--- src/rtl/spi_rx_multi_trig.sv ---
// Passive SPI sniffer: deserialises MOSI into wlen-bit words and raises SPItrig when an enabled mask/match channel hits on word_sel.
// Define SPI_RX_TRIG_HOLD_EN to make SPItrig sticky until trig_clr; otherwise it is a one-cycle pulse.
module spi_rx_multi_trig #(
    parameter int DATA_W    = 16,
    parameter int NUM_MATCH = 4,
    parameter int CNT_W     = 4,
    localparam int WL_W     = $clog2(DATA_W + 1)
) (
    input  logic                        clk,
    input  logic                        rst,
    input  logic                        SS_n,
    input  logic                        SCLK,
    input  logic                        MOSI,
    input  logic                        edg,
    input  logic [WL_W-1:0]             wlen,
    input  logic [CNT_W-1:0]            word_sel,
    input  logic [NUM_MATCH-1:0]        match_en,
    input  logic [NUM_MATCH*DATA_W-1:0] mask,
    input  logic [NUM_MATCH*DATA_W-1:0] match,
    input  logic                        trig_clr,
    output logic [DATA_W-1:0]           rx_data,
    output logic                        rx_vld,
    output logic [NUM_MATCH-1:0]        hit,
    output logic [CNT_W-1:0]            word_cnt,
    output logic                        SPItrig,
    output logic                        frm_err
);

    typedef enum logic {IDLE = 1'b0, RX = 1'b1} state_t;

    function automatic logic [WL_W-1:0] eff_wlen(input logic [WL_W-1:0] w);
        if (w == '0 || int'(w) > DATA_W) return WL_W'(DATA_W);
        return w;
    endfunction

    function automatic logic [DATA_W-1:0] len_mask(input logic [WL_W-1:0] w);
        logic [DATA_W-1:0] m;
        m = '0;
        for (int i = 0; i < DATA_W; i++) if (i < int'(w)) m[i] = 1'b1;
        return m;
    endfunction

    function automatic logic [CNT_W-1:0] sat_inc(input logic [CNT_W-1:0] c);
        return (&c) ? c : c + CNT_W'(1);
    endfunction

    state_t                state_q, state_d;
    logic [2:0]            sclk_q, mosi_q;
    logic [1:0]            ssn_q;
    logic                  edg_q, edg_d;
    logic [WL_W-1:0]       wlen_q, wlen_d;
    logic [CNT_W-1:0]      wsel_q, wsel_d;
    logic [WL_W-1:0]       bit_cnt_q, bit_cnt_d;
    logic [CNT_W-1:0]      frm_cnt_q, frm_cnt_d;
    logic [DATA_W-1:0]     shift_q, shift_d;
    logic                  done_q, done_d;
    logic [DATA_W-1:0]     rx_data_q, rx_data_d;
    logic                  rx_vld_q, rx_vld_d;
    logic [NUM_MATCH-1:0]  hit_q, hit_d;
    logic [CNT_W-1:0]      word_cnt_q, word_cnt_d;
    logic                  trig_q, trig_d;
    logic                  frm_err_q, frm_err_d;
    logic                  sclk_rise, sclk_fall, ss_low;
    logic [DATA_W-1:0]     lenm, word;

    assign sclk_rise = sclk_q[1] & ~sclk_q[2];
    assign sclk_fall = ~sclk_q[1] & sclk_q[2];
    assign ss_low    = ~ssn_q[1];
    assign lenm      = len_mask(wlen_q);
    assign word      = shift_q & lenm;

    always_comb begin
        state_d    = state_q;
        edg_d      = edg_q;
        wlen_d     = wlen_q;
        wsel_d     = wsel_q;
        bit_cnt_d  = bit_cnt_q;
        frm_cnt_d  = frm_cnt_q;
        shift_d    = shift_q;
        done_d     = 1'b0;
        rx_data_d  = rx_data_q;
        rx_vld_d   = 1'b0;
        hit_d      = hit_q;
        word_cnt_d = word_cnt_q;
        frm_err_d  = 1'b0;
`ifdef SPI_RX_TRIG_HOLD_EN
        trig_d     = trig_q & ~trig_clr;
`else
        trig_d     = 1'b0;
`endif

        // Framing stage: config is frozen while the frame is in progress
        case (state_q)
            IDLE: begin
                edg_d     = edg;
                wlen_d    = eff_wlen(wlen);
                wsel_d    = word_sel;
                bit_cnt_d = '0;
                frm_cnt_d = '0;
                if (ss_low) state_d = RX;
            end
            RX: begin
                if (!ss_low) begin
                    state_d   = IDLE;
                    frm_err_d = (bit_cnt_q != '0);
                end else if (edg_q ? sclk_rise : sclk_fall) begin
                    shift_d = {shift_q[DATA_W-2:0], mosi_q[2]};
                    if (bit_cnt_q + WL_W'(1) == wlen_q) begin
                        bit_cnt_d = '0;
                        done_d    = 1'b1;
                    end else begin
                        bit_cnt_d = bit_cnt_q + WL_W'(1);
                    end
                end
            end
            default: state_d = IDLE;
        endcase

        // Compare stage: one clk after the completing shift
        if (done_q) begin
            rx_data_d  = word;
            rx_vld_d   = 1'b1;
            word_cnt_d = frm_cnt_q;
            frm_cnt_d  = sat_inc(frm_cnt_q);
            for (int i = 0; i < NUM_MATCH; i++)
                hit_d[i] = match_en[i] &
                           ~|((word ^ match[i*DATA_W +: DATA_W]) & ~mask[i*DATA_W +: DATA_W] & lenm);
            if (|hit_d && frm_cnt_q == wsel_q) trig_d = 1'b1;
        end
    end

    always_ff @(posedge clk) begin
        shift_q <= shift_d;
        if (rst) begin
            sclk_q     <= 3'b000;
            mosi_q     <= 3'b000;
            ssn_q      <= 2'b11;
            state_q    <= IDLE;
            edg_q      <= 1'b0;
            wlen_q     <= '0;
            wsel_q     <= '0;
            bit_cnt_q  <= '0;
            frm_cnt_q  <= '0;
            done_q     <= 1'b0;
            rx_data_q  <= '0;
            rx_vld_q   <= 1'b0;
            hit_q      <= '0;
            word_cnt_q <= '0;
            trig_q     <= 1'b0;
            frm_err_q  <= 1'b0;
        end else begin
            sclk_q     <= {sclk_q[1:0], SCLK};
            mosi_q     <= {mosi_q[1:0], MOSI};
            ssn_q      <= {ssn_q[0], SS_n};
            state_q    <= state_d;
            edg_q      <= edg_d;
            wlen_q     <= wlen_d;
            wsel_q     <= wsel_d;
            bit_cnt_q  <= bit_cnt_d;
            frm_cnt_q  <= frm_cnt_d;
            done_q     <= done_d;
            rx_data_q  <= rx_data_d;
            rx_vld_q   <= rx_vld_d;
            hit_q      <= hit_d;
            word_cnt_q <= word_cnt_d;
            trig_q     <= trig_d;
            frm_err_q  <= frm_err_d;
        end
    end

`ifndef SPI_RX_TRIG_HOLD_EN
    logic unused_trig_clr;
    assign unused_trig_clr = trig_clr;
`endif

    assign rx_data  = rx_data_q;
    assign rx_vld   = rx_vld_q;
    assign hit      = hit_q;
    assign word_cnt = word_cnt_q;
    assign SPItrig  = trig_q;
    assign frm_err  = frm_err_q;

endmodule

--- config.mk ---
export PLATFORM = sky130hd
export DESIGN_NAME = spi_rx_multi_trig
export DESIGN_NICKNAME = d
export VERILOG_FILES = /design/src/rtl/spi_rx_multi_trig.sv
export SDC_FILE = /design/constraint.sdc
export NUM_CORES = 1
export LEC_CHECK = 0
export ABC_AREA = 0
export CORE_MARGIN = 1.5
export CORE_UTILIZATION = 58
export DETAILED_ROUTE_END_ITERATION = 7
export DONT_BUFFER_PORTS = 1
export GPL_TIMING_DRIVEN = 0
export PLACE_DENSITY = 0.77
export SLEW_MARGIN = 25
export SYNTH_ARGS = -nofsm -noshare
export SYNTH_HDL_FRONTEND = slang
export SYNTH_SLANG_ARGS = --single-unit
--- constraint.sdc ---
create_clock -name clk -period 2.16 [get_ports clk]
set_input_delay 0.648 -clock clk [delete_from_list [all_inputs] [get_ports clk]]
set_output_delay 0.648 -clock clk [all_outputs]
set_load 0.03 [all_outputs]
==> results.tsv, run 1 <==
stage	metric	value	unit
outcome	status	complete, but fails checks	
outcome	failing checks	setup timing	
synthesis	Area contributors post-synth	dfxtp_1 28%, xnor2_1 15%, edfxtp_1 12%	
synthesis	Cell Area, Synth	4070	sq um
synthesis	Adder-Cell Fraction of Synth Area	1.23	%
die	chip height	86.8	microns
clock_network	CTS tree	yes	
drt	top layer in use	met4	
synthesis	largest family of logic cells by synthesized area	simple AND/OR/NAND/NOR gates	
clock_network	CTS clk-pin slew, worst paths	70	ps
die	Core Rows	30	
clock_network	Clock Sinks	72	
finish	most frequent cells in the layout	68 x xnor2_1, 53 x dfxtp_1, 52 x nor2_1, 41 x nor3_1, 36 x a21oi_1	
clock_network	clk_lat worst skew	350	ps
min_path	worst hold path type	register to register	
synthesis	Post-synth EDFFs	16	
synthesis	XOR/XNOR share of the synthesized area	16.1	%
finish	ANT cells	0	
sta	Hold Vio Cnt, Final	0	
sta	setup TNS	-87.1	ps
setup_path	Critical Path AT	2530	ps
sta	Final Critical Period	2250	ps
placed_design	Detailed Place HPWL	9480	microns
sta	Clock Skew	8.39	ps
sta	Worst-Margin Slew	692	ps
global_route	antenna violations before repair	0	
power_and_ir_drop	Power Total	0.00273	W
synthesis	syn_area_per_cell	8.52	sq um
drt	WL final	12400	microns
synthesis	Synth Area in Compound Gates	12.2	%
finish	fraction of layout cells with a size suffix above 1	11.9	%
drt	total iterations of the first detailed-routing run	5	
setup_path	Worst Path Max Fanout	7	
setup_path	Slowest-stage cell, CP	or4_4	
clock_network	clock root buffer	clkbuf_8	
sta	Rel. slew slack	53.9	%
global_route	pin count of the biggest net entering global routing	17	
clock_network	Post-CTS Hold Fix Bufs	0	
global_route	GR Overflow Total	0	
synthesis	syn_nets	630	
die	die width	86.8	microns
drt	via/cell ratio	6.22	
power_and_ir_drop	Peak supply drop	0.413	mV
synthesis	Synth cell types	51	
power_and_ir_drop	power density over cell area	592	nW/um^2
global_route	Total Routing Usage GR	31.9	%
synthesis	synth warn	0	
setup_path	Buf/Inv on CP	2	
sta	worst hold slack	406	ps
synthesis	largest area contributor in the netlist	dfxtp_1	
synthesis	Yosys reg bits	72	
finish	most common cell after layout, fill and taps aside	xnor2_1	
global_route	vias in the first global route	3536	
clock_network	cts bufs inserted	9	
setup_path	cell family with most CP delay	simple AND/OR/NAND/NOR gates	
drt	Via Count	3740	
clock_network	CTS max path bufs	2	
die	CORE AREA	6790	sq um
drt	M1 WL	4740	microns
drt	DRC Markers	0	
die	die area	7530	sq um
finish	Area Overhead vs Synth	13.2	%
setup_path	Worst Setup Path Type	register to register	
drt	Detail Route Antenna Nets	0	
synthesis	post-synthesis simple-gate area fraction	24.1	%
drt	drt first-iter violations	305	
sta	fin crit share	104	%
flow_run	Max Cap Viol	0	
setup_path	critical path's largest stage delay	580	ps
finish	Final Instance Area	4610	sq um
setup_path	CP startpoint kind	register	
sta	unrepaired setup endpoints after global routing	yes	
setup_path	required time worst endpoint	2440	ps
sta	max-slew violations	0	
sta	Final WS setup	-87.1	ps
global_route	first-pass GRT wire length	17800	microns
power_and_ir_drop	leakage dissipation	1.52	nW
synthesis	ys flop type	dfxtp_1	
synthesis	Async SR Flop Fraction	0	%
placed_design	IO Port Bufs	0	
synthesis	share of the synthesized area in the top cell type	27.5	%
drt	Routed met3 length	984	microns
die	starting utilization of the core area	59.9	%
clock_network	H-tree levels	3	
setup_path	Worst setup EP type	register	
synthesis	Syn Inst Count	478	
synthesis	sequential share of the synthesized area	39.3	%
drt	WL met2	5960	microns
sta	Final Setup Violations	1	
die	IO Pins	175	
sta	f_max	445	MHz
placed_design	DP Area	4190	sq um
drt	wire per inst	20.6	microns
finish	Layout Nets	653	
synthesis	post-synthesis mux area share	2.46	%
placed_design	Placer Congestion	0.938	
finish	Core Util, Final	67.9	%
setup_path	cells along the critical path	buf_12 -> buf_4 -> a211oi_4 -> nor3_2 -> a21oi_1 -> nand4_1 -> or4_4 -> a21oi_2	
## logic make-up after synthesis
group	after synthesis
muxes	10
xor gates and xnor gates	75
adders and majority gates	4
buffers and inverters	46
and+or+nand+nor	195
DFF	72
AOI/OAI and AO/OA	76
## state kept, by name, summed over array words and instances (netlist names), 2 cells and up
| name | count |
|---|---|
| sclk_q | 3 |
| ssn_q | 2 |
| mosi_q | 3 |
| wsel_q | 4 |
| wlen_q | 5 |
| bit_cnt_q | 5 |
| shift_q | 16 |
| hit | 4 |
| rx_data | 16 |
| word_cnt | 4 |
| frm_cnt_q | 4 |
## metal layers
layer	GRT usage, %	vias up
met1	37.1	1747
met2	53.4	231
met4	19.8	0
met5	0	-
li1	-	1708
met3	6.86	54
## area by class of cell
class                      instances  area [sq um]
timing repair buffer              12          90.1
buffer                            36           200
multi-input combinational        360          2380
clock inverter                     4          20.0
fill                             558          2180
inverter                          10          37.5
sequential                        72          1610
tap                               96           120
clock buffer                      11           151
## worst register-to-register path, delay by kind of cell, from the launching register on
family / cells / cell delay [ps]
buffers and inverters: 2 / 280
AO/OA/AOI/OAI: 3 / 610
AND/OR/NAND/NOR: 3 / 930
flip-flops: 1 / 370
## through the flow
stage | instances | setup WS [ps]
final | 601 | -87.1
after global routing | 601 | -105
after CTS | 593 | -28.5
after detailed placement | 574 | -266
after global placement | 574 | -223
after floorplan | 478 | 134
## power by group
group          total, W  switching, W  internal, W
registers       0.00140     0.0000152      0.00138
clock network  0.000945      0.000480     0.000465
logic          0.000383      0.000213     0.000171
total           0.00273      0.000708      0.00202
## worst paths after layout
path | startpoint | endpoint | slack [ps] | cells after the start
max reg2reg | wlen_q[1]$_SDFFE_PP0N_ | hit[2]$_SDFFE_PP0P_ | -90 | 8
min | mosi_q[2]$_SDFF_PP0_ | shift_q[0]$_DFFE_PP_ | 410 | 0
min reg2reg | mosi_q[2]$_SDFF_PP0_ | shift_q[0]$_DFFE_PP_ | 410 | 0
max | wlen_q[1]$_SDFFE_PP0N_ | hit[2]$_SDFFE_PP0P_ | -90 | 8
## synth_stat cells (4+ instances only)
library cell,count
xnor2_1,68
dfxtp_1,56
nor2_1,53
nor3_1,43
a21oi_1,39
nand2_1,31
clkbuf_1,22
edfxtp_1,16
nand3_1,13
mux2i_1,10
or3_1,10
buf_1,9
inv_1,9
nor2b_1,9
nor4_1,8
a211oi_1,7
xor2_1,7
nand4_1,5
nor3b_1,5
buf_2,4
ha_1,4
nand2b_1,4
o21ai_1,4
## what timing repair did
item | CTS | global route
endpoints found under the setup margin | 5 | 10
gates resized for setup | 18 | 30
setup buffers | 4 | 9
pin swaps | 7 | 19
Note: power is estimated with default switching activity, not from simulation.
==> inputs of run 2 (changes only) <==
MAX_ROUTING_LAYER = met4   (was unset)
==> results.tsv, run 2 (same netlist as run 1, synthesis figures left out) <==
stage	metric	value	unit	change
placed_design	DP Area	4190	sq um	unchanged
drt	drt first-iter violations	254		-17%
finish	Final Instance Area	4800	sq um	+4.1%
die	Core Rows	30		unchanged
min_path	WHS Endpoint	ssn_q[0]$_SDFF_PP1_		
clock_network	H-tree levels	3		unchanged
min_path	worst hold path depth	1		+1
setup_path	FF-to-FF setup slack	-50	ps	+30 ps
min_path	hold path start	SS_n		
finish	Area Overhead vs Synth	17.8	%	
finish	most frequent cells in the layout	68 x xnor2_1, 52 x dfxtp_1, 52 x nor2_1, 37 x nor3_1, 36 x a21oi_1		
global_route	GR Overflow Total	0		unchanged
sta	Rel. slew slack	53.6	%	-0.27 points
global_route	Total Routing Usage GR	34.1	%	+2.2 points
sta	worst hold slack	397	ps	-8.71 ps
drt	Detail Route Antenna Nets	0		unchanged
clock_network	CTS clk-pin slew, worst paths	80	ps	about the same
finish	ANT cells	0		unchanged
clock_network	clock root buffer	clkbuf_8		
drt	via/cell ratio	6.29		+1.1%
sta	f_max	452	MHz	+1.5%
clock_network	cts bufs inserted	9		unchanged
sta	Final WS setup	-53.3	ps	+33.8 ps
power_and_ir_drop	leakage dissipation	1.59	nW	+4.6%
global_route	antenna violations before repair	0		unchanged
global_route	vias in the first global route	3555		+0.54%
sta	setup TNS	-110	ps	-22.5 ps
setup_path	CP startpoint kind	register		
sta	Final Setup Violations	3		+2
setup_path	Critical Path AT	2490	ps	-40 ps
drt	total iterations of the first detailed-routing run	5		unchanged
global_route	first-pass GRT wire length	18500	microns	+3.6%
sta	Hold Vio Cnt, Final	0		unchanged
die	die width	86.8	microns	unchanged
placed_design	Detailed Place HPWL	9380	microns	-1.1%
clock_network	CTS tree	yes		
die	IO Pins	175		unchanged
setup_path	cell depth of the worst flop-to-flop path	8		unchanged
sta	Final Critical Period	2210	ps	-33.8 ps
setup_path	Worst Setup Path Type	register to register		
sta	fin crit share	102	%	-1.6 points
power_and_ir_drop	Power Total	0.00290	W	+6.2%
drt	wire per inst	21.3	microns	+3.5%
die	die area	7530	sq um	unchanged
setup_path	Worst setup EP type	register		
placed_design	Placer Congestion	0.956		+1.9%
sta	max-slew violations	0		unchanged
finish	post-route insts no fill	613		+2.0%
drt	WL final	13100	microns	+5.5%
finish	fraction of layout cells with a size suffix above 1	14.5	%	+2.6 points
finish	most common cell after layout, fill and taps aside	xnor2_1		
sta	Worst-Margin Slew	696	ps	+3.99 ps
setup_path	Worst Path Max Fanout	7		unchanged
outcome	failing checks	setup timing		
setup_path	Slowest-stage cell, CP	or4_4		
outcome	status	complete, but fails checks		
setup_path	Critical Path Most Common Cell	buf_12		
setup_path	worst flop-to-flop path startpoint	wlen_q[4]$_SDFFE_PP0N_		
power_and_ir_drop	power density over cell area	604	nW/um^2	+2.0%
die	chip height	86.8	microns	unchanged
die	CORE AREA	6790	sq um	unchanged
placed_design	placed cell count	574		unchanged
global_route	pin count of the biggest net entering global routing	17		unchanged
die	starting utilization of the core area	59.9	%	unchanged
sta	Clock Skew	11.4	ps	+2.98 ps
clock_network	CTS max path bufs	2		unchanged
finish	Layout Nets	664		+1.7%
drt	DRC Markers	0		unchanged
setup_path	r2r endpoint	hit[2]$_SDFFE_PP0P_		
placed_design	IO Port Bufs	0		unchanged
min_path	worst hold path type	primary input to register		
flow_run	Max Cap Viol	0		unchanged
setup_path	cells along the critical path	buf_12 -> buf_12 -> a211oi_4 -> nor3_2 -> a21oi_1 -> nand4_1 -> or4_4 -> a21oi_2		
power_and_ir_drop	Peak supply drop	0.585	mV	+42%
setup_path	beginning of the critical path	wlen_q[4]$_SDFFE_PP0N_		
setup_path	critical path's largest stage delay	580	ps	about the same
setup_path	required time worst endpoint	2440	ps	about the same
finish	Fill cells	513		-8.1%
clock_network	Post-CTS Hold Fix Bufs	0		unchanged
clock_network	clk_lat worst skew	350	ps	about the same
clock_network	Clock Sinks	72		unchanged
drt	Via Count	3856		+3.1%
sta	unrepaired setup endpoints after global routing	yes		
[run 2: how the worst max path moves through the flow]
stage	endpoint	slack, ps
after floorplan	hit[2]$_SDFFE_PP0P_	130
after detailed placement	hit[2]$_SDFFE_PP0P_	-250
after global routing	hit[3]$_SDFFE_PP0P_	-250
after global placement	hit[2]$_SDFFE_PP0P_	-220
final	hit[2]$_SDFFE_PP0P_	-50
after CTS	hit[2]$_SDFFE_PP0P_	2
[run 2: worst max-delay path: cells and delay by family, from the launching register on]
family	cells	cell delay (ps)
simple gates	3	890
buf+inv	2	280
compound gates	3	580
flops	1	390
[run 2: metal layers]
metal | track usage [%] | vias to the layer above | routed length [microns]
li1 | - | 1730 | -
met1 | 38.7 | 1813 | 4690
met2 | 56.9 | 258 | 6560
met3 | 9.05 | 55 | 1200
met4 | 14.4 | 0 | 608
met5 | - | - | 0
[run 2: repair_timing]
action | 4_1_cts | 5_1_grt
setup endpoints to repair | 5 | 10
buffers inserted | 9 | 15
gates cloned | 0 | 0
resized for setup | 23 | 27
pin swaps | 10 | 17
[run 2: where the power goes]
| part | internal (W) | switching [W] | leakage (nW) |
|---|---|---|---|
| clock network | 0.000560 | 0.000511 | 0.104 |
| registers | 0.00138 | 0.0000153 | 0.601 |
| logic | 0.000198 | 0.000228 | 0.887 |
| total | 0.00214 | 0.000755 | 1.59 |
[run 2: area by class of cell]
class                           count  area [sq um]  share of cell area, %
Tap cell                           96           120                   2.50
Clock inverter                      3          22.5                  0.469
Clock buffer                       13           181                   3.78
Buffer                             36           210                   4.38
Multi-Input combinational cell    360          2410                   50.3
Timing Repair Buffer               23           201                   4.20
Sequential cell                    72          1610                   33.6
Inverter                           10          37.5                  0.782
[run 2: stage by stage]
step	util (%)	setup slack (ps)
3_3_place_gp	61.7	-219
6_report	70.6	-53.3
2_1_floorplan	-	134
4_1_cts	67.2	2.00
5_1_grt	70.6	-251
3_5_place_dp	61.7	-248
==> inputs of run 3 (changes only) <==
ABC_AREA = 1   (was 0)
==> results.tsv, run 3 <==
stage	metric	value	unit	change
synthesis	Cell Area, Synth	4300	sq um	+5.6%
die	die width	89.1	microns	+2.7%
global_route	Total Routing Usage GR	31.2	%	-2.9 points
finish	Area Overhead vs Synth	7.59	%	
sta	Rel. slew slack	47.9	%	-5.7 points
sta	Final Critical Period	1980	ps	-229 ps
placed_design	placed cell count	763		+33%
clock_network	Post-CTS Hold Fix Bufs	0		unchanged
die	chip height	89.1	microns	+2.7%
drt	total iterations of the first detailed-routing run	5		unchanged
sta	fin crit share	91.9	%	-11 points
clock_network	CTS clk-pin slew, worst paths	80	ps	about the same
clock_network	Clock Sinks	72		unchanged
sta	Final Setup Violations	0		-3
synthesis	Async SR Flop Fraction	0	%	unchanged
drt	Via Count	4414		+14%
clock_network	clock root buffer	clkbuf_8		
clock_network	CTS max path bufs	2		unchanged
power_and_ir_drop	power density over cell area	614	nW/um^2	+1.7%
finish	ANT cells	0		unchanged
global_route	antenna violations before repair	0		unchanged
sta	Clock Skew	7.33	ps	-4.04 ps
clock_network	H-tree levels	3		unchanged
global_route	first-pass GRT wire length	18000	microns	-2.7%
setup_path	Slowest-stage cell, CP	dfxtp_1		
finish	Fill cells	689		+34%
flow_run	Max Cap Viol	0		unchanged
setup_path	Critical Path AT	2270	ps	-220 ps
placed_design	worst slack, placed	255	ps	+504 ps
sta	Final WS setup	176	ps	+229 ps
global_route	vias in the first global route	3913		+10%
drt	drt first-iter violations	309		+22%
power_and_ir_drop	leakage dissipation	2.12	nW	+33%
synthesis	most common cell in the netlist	nand2_1		
synthesis	Area contributors post-synth	dfxtp_1 26%, nand2_1 14%, edfxtp_1 11%		
synthesis	top post-synthesis cells by count	160 x nand2_1, 107 x nor2_1, 77 x nand3_1		
sta	Worst-Margin Slew	781	ps	+85.1 ps
synthesis	syn_area_per_cell	6.48	sq um	-24%
placed_design	IO Port Bufs	0		unchanged
global_route	pin count of the biggest net entering global routing	20		+3
die	IO Pins	175		unchanged
clock_network	cts bufs inserted	9		unchanged
finish	Layout Nets	827		+25%
setup_path	Worst setup EP type	register		
sta	unrepaired setup endpoints after global routing	no		
drt	DRC Markers	0		unchanged
drt	Detail Route Antenna Nets	0		unchanged
setup_path	Critical Path Most Common Cell	nor2_1		
clock_network	CTS tree	yes		
synthesis	synth warn	0		unchanged
synthesis	share of the synthesized area in the top cell type	26.1	%	-1.5 points
synthesis	sequential share of the synthesized area	37.2	%	-2.1 points
sta	setup TNS	0	ps	+110 ps
die	die area	7940	sq um	+5.4%
die	Core Rows	31		+3.3%
die	starting utilization of the core area	59.6	%	-0.32 points
setup_path	required time worst endpoint	2450	ps	about the same
finish	fraction of layout cells with a size suffix above 1	7.35	%	-7.2 points
setup_path	CP startpoint kind	register		
die	CORE AREA	7210	sq um	+6.2%
clock_network	Setup Buffers After CTS	0		-9
setup_path	critical path's largest stage delay	410	ps	-170 ps
synthesis	Post-synth EDFFs	16		unchanged
drt	wire per inst	15.5	microns	-27%
synthesis	ys flop type	dfxtp_1		
sta	worst hold slack	396	ps	-1.68 ps
finish	Core Util, Final	64.2	%	-6.5 points
sta	max-slew violations	0		unchanged
global_route	GR Overflow Total	0		unchanged
sta	Hold Vio Cnt, Final	0		unchanged
synthesis	syn_nets	816		+30%
sta	f_max	504	MHz	+12%
setup_path	Worst Setup Path Type	register to register		
min_path	worst hold path type	primary input to register		
outcome	status	complete, no violations		
drt	via/cell ratio	5.67		-9.9%
finish	most frequent cells in the layout	160 x nand2_1, 107 x nor2_1, 77 x nand3_1, 70 x inv_1, 56 x dfxtp_1		
clock_network	clk_lat worst skew	350	ps	about the same
finish	post-route insts no fill	779		+27%
clock_network	# resized after CTS	0		-100%
finish	most common cell after layout, fill and taps aside	nand2_1		
synthesis	Yosys reg bits	72		unchanged
synthesis	Synth cell types	37		-27%
setup_path	Worst Path Max Fanout	8		+1
synthesis	Syn Inst Count	664		+39%
placed_design	Detailed Place HPWL	9210	microns	-1.8%
synthesis	largest area contributor in the netlist	dfxtp_1		
setup_path	cells along the critical path	inv_2 -> nand2_1 -> nor2_1 -> nor2_1 -> nor2_1 -> nand2_1 -> nor2_1 -> nand3_1 -> nand2_1 -> nor2_1 -> nor2_1		
drt	WL final	12000	microns	-7.8%
placed_design	Placer Congestion	0.938		-1.9%
power_and_ir_drop	Peak supply drop	0.355	mV	-39%
run 3: cell count changes after synthesis, sizes merged, moves of 9 or more:
cell   delta
or3      -10
nor2b     -9
or2      +20
nand2   +130
nand3    +66
buf      -11
nor2     +53
xnor2    -60
inv      +67
mux2i    -10
o21ai    +19
nor3     -39
run 3: final timing paths:
| path | to | depth (start not counted) | slack, ps | start |
|---|---|---|---|---|
| worst min-delay path | mosi_q[0]$_SDFF_PP0_ | 2 | 400 | MOSI |
| worst max-delay path | SPItrig$_SDFF_PP0_ | 11 | 180 | wlen_q[4]$_SDFFE_PP0N_ |
| worst min register to register | sclk_q[1]$_SDFF_PP0_ | 2 | 400 | sclk_q[0]$_SDFF_PP0_ |
| worst max register to register | SPItrig$_SDFF_PP0_ | 11 | 180 | wlen_q[4]$_SDFFE_PP0N_ |
run 3: where the power goes:
part           internal [W]  switching, W
sequential          0.00139     0.0000156
combinational      0.000118      0.000225
clock              0.000546      0.000553
run 3: metal layers:
layer	vias to the layer above	part of all wire, %	track usage (%)
li1	2156	-	-
met1	2007	40	36.9
met2	231	48	53.4
met3	20	11	7.11
met4	0	1.8	8.67
met5	-	0	-
run 3: final cells by class:
type                            count  area (sq um)  share of cell area (%)
Clock inverter                      7          78.8                    1.70
Inverter                           79           297                    6.41
Tap cell                           99           124                    2.68
Sequential cell                    72          1600                    34.6
Multi-Input combinational cell    486          2290                    49.5
Buffer                             27           113                    2.43
Clock buffer                        9           124                    2.68
run 3: per-stage QoR:
stage                     area [sq um]  total power (W)
after floorplan                   4300          0.00168
after global placement            4430          0.00176
after detailed placement          4430          0.00177
after CTS                         4630          0.00285
after global routing              4630          0.00295
final                             4630          0.00284
run 3: worst max-delay path: cells and delay by family (launching register included):
| family | cells | cell delay [ps] |
|---|---|---|
| buf+inv | 1 | 230 |
| flops | 1 | 410 |
| simple gates | 10 | 1270 |
run 3: cells by family (layout without fill, tap and decap cells):
family / Yosys count / in the layout / synth area share, %
compound gates: 77 / 77 / 9.98
xor+xnor: 13 / 13 / 2.65
fa+ha+maj: 4 / 4 / 1.16
buf+inv: 106 / 122 / 9.51
flops: 72 / 72 / 37.2
simple gates: 392 / 392 / 39.5
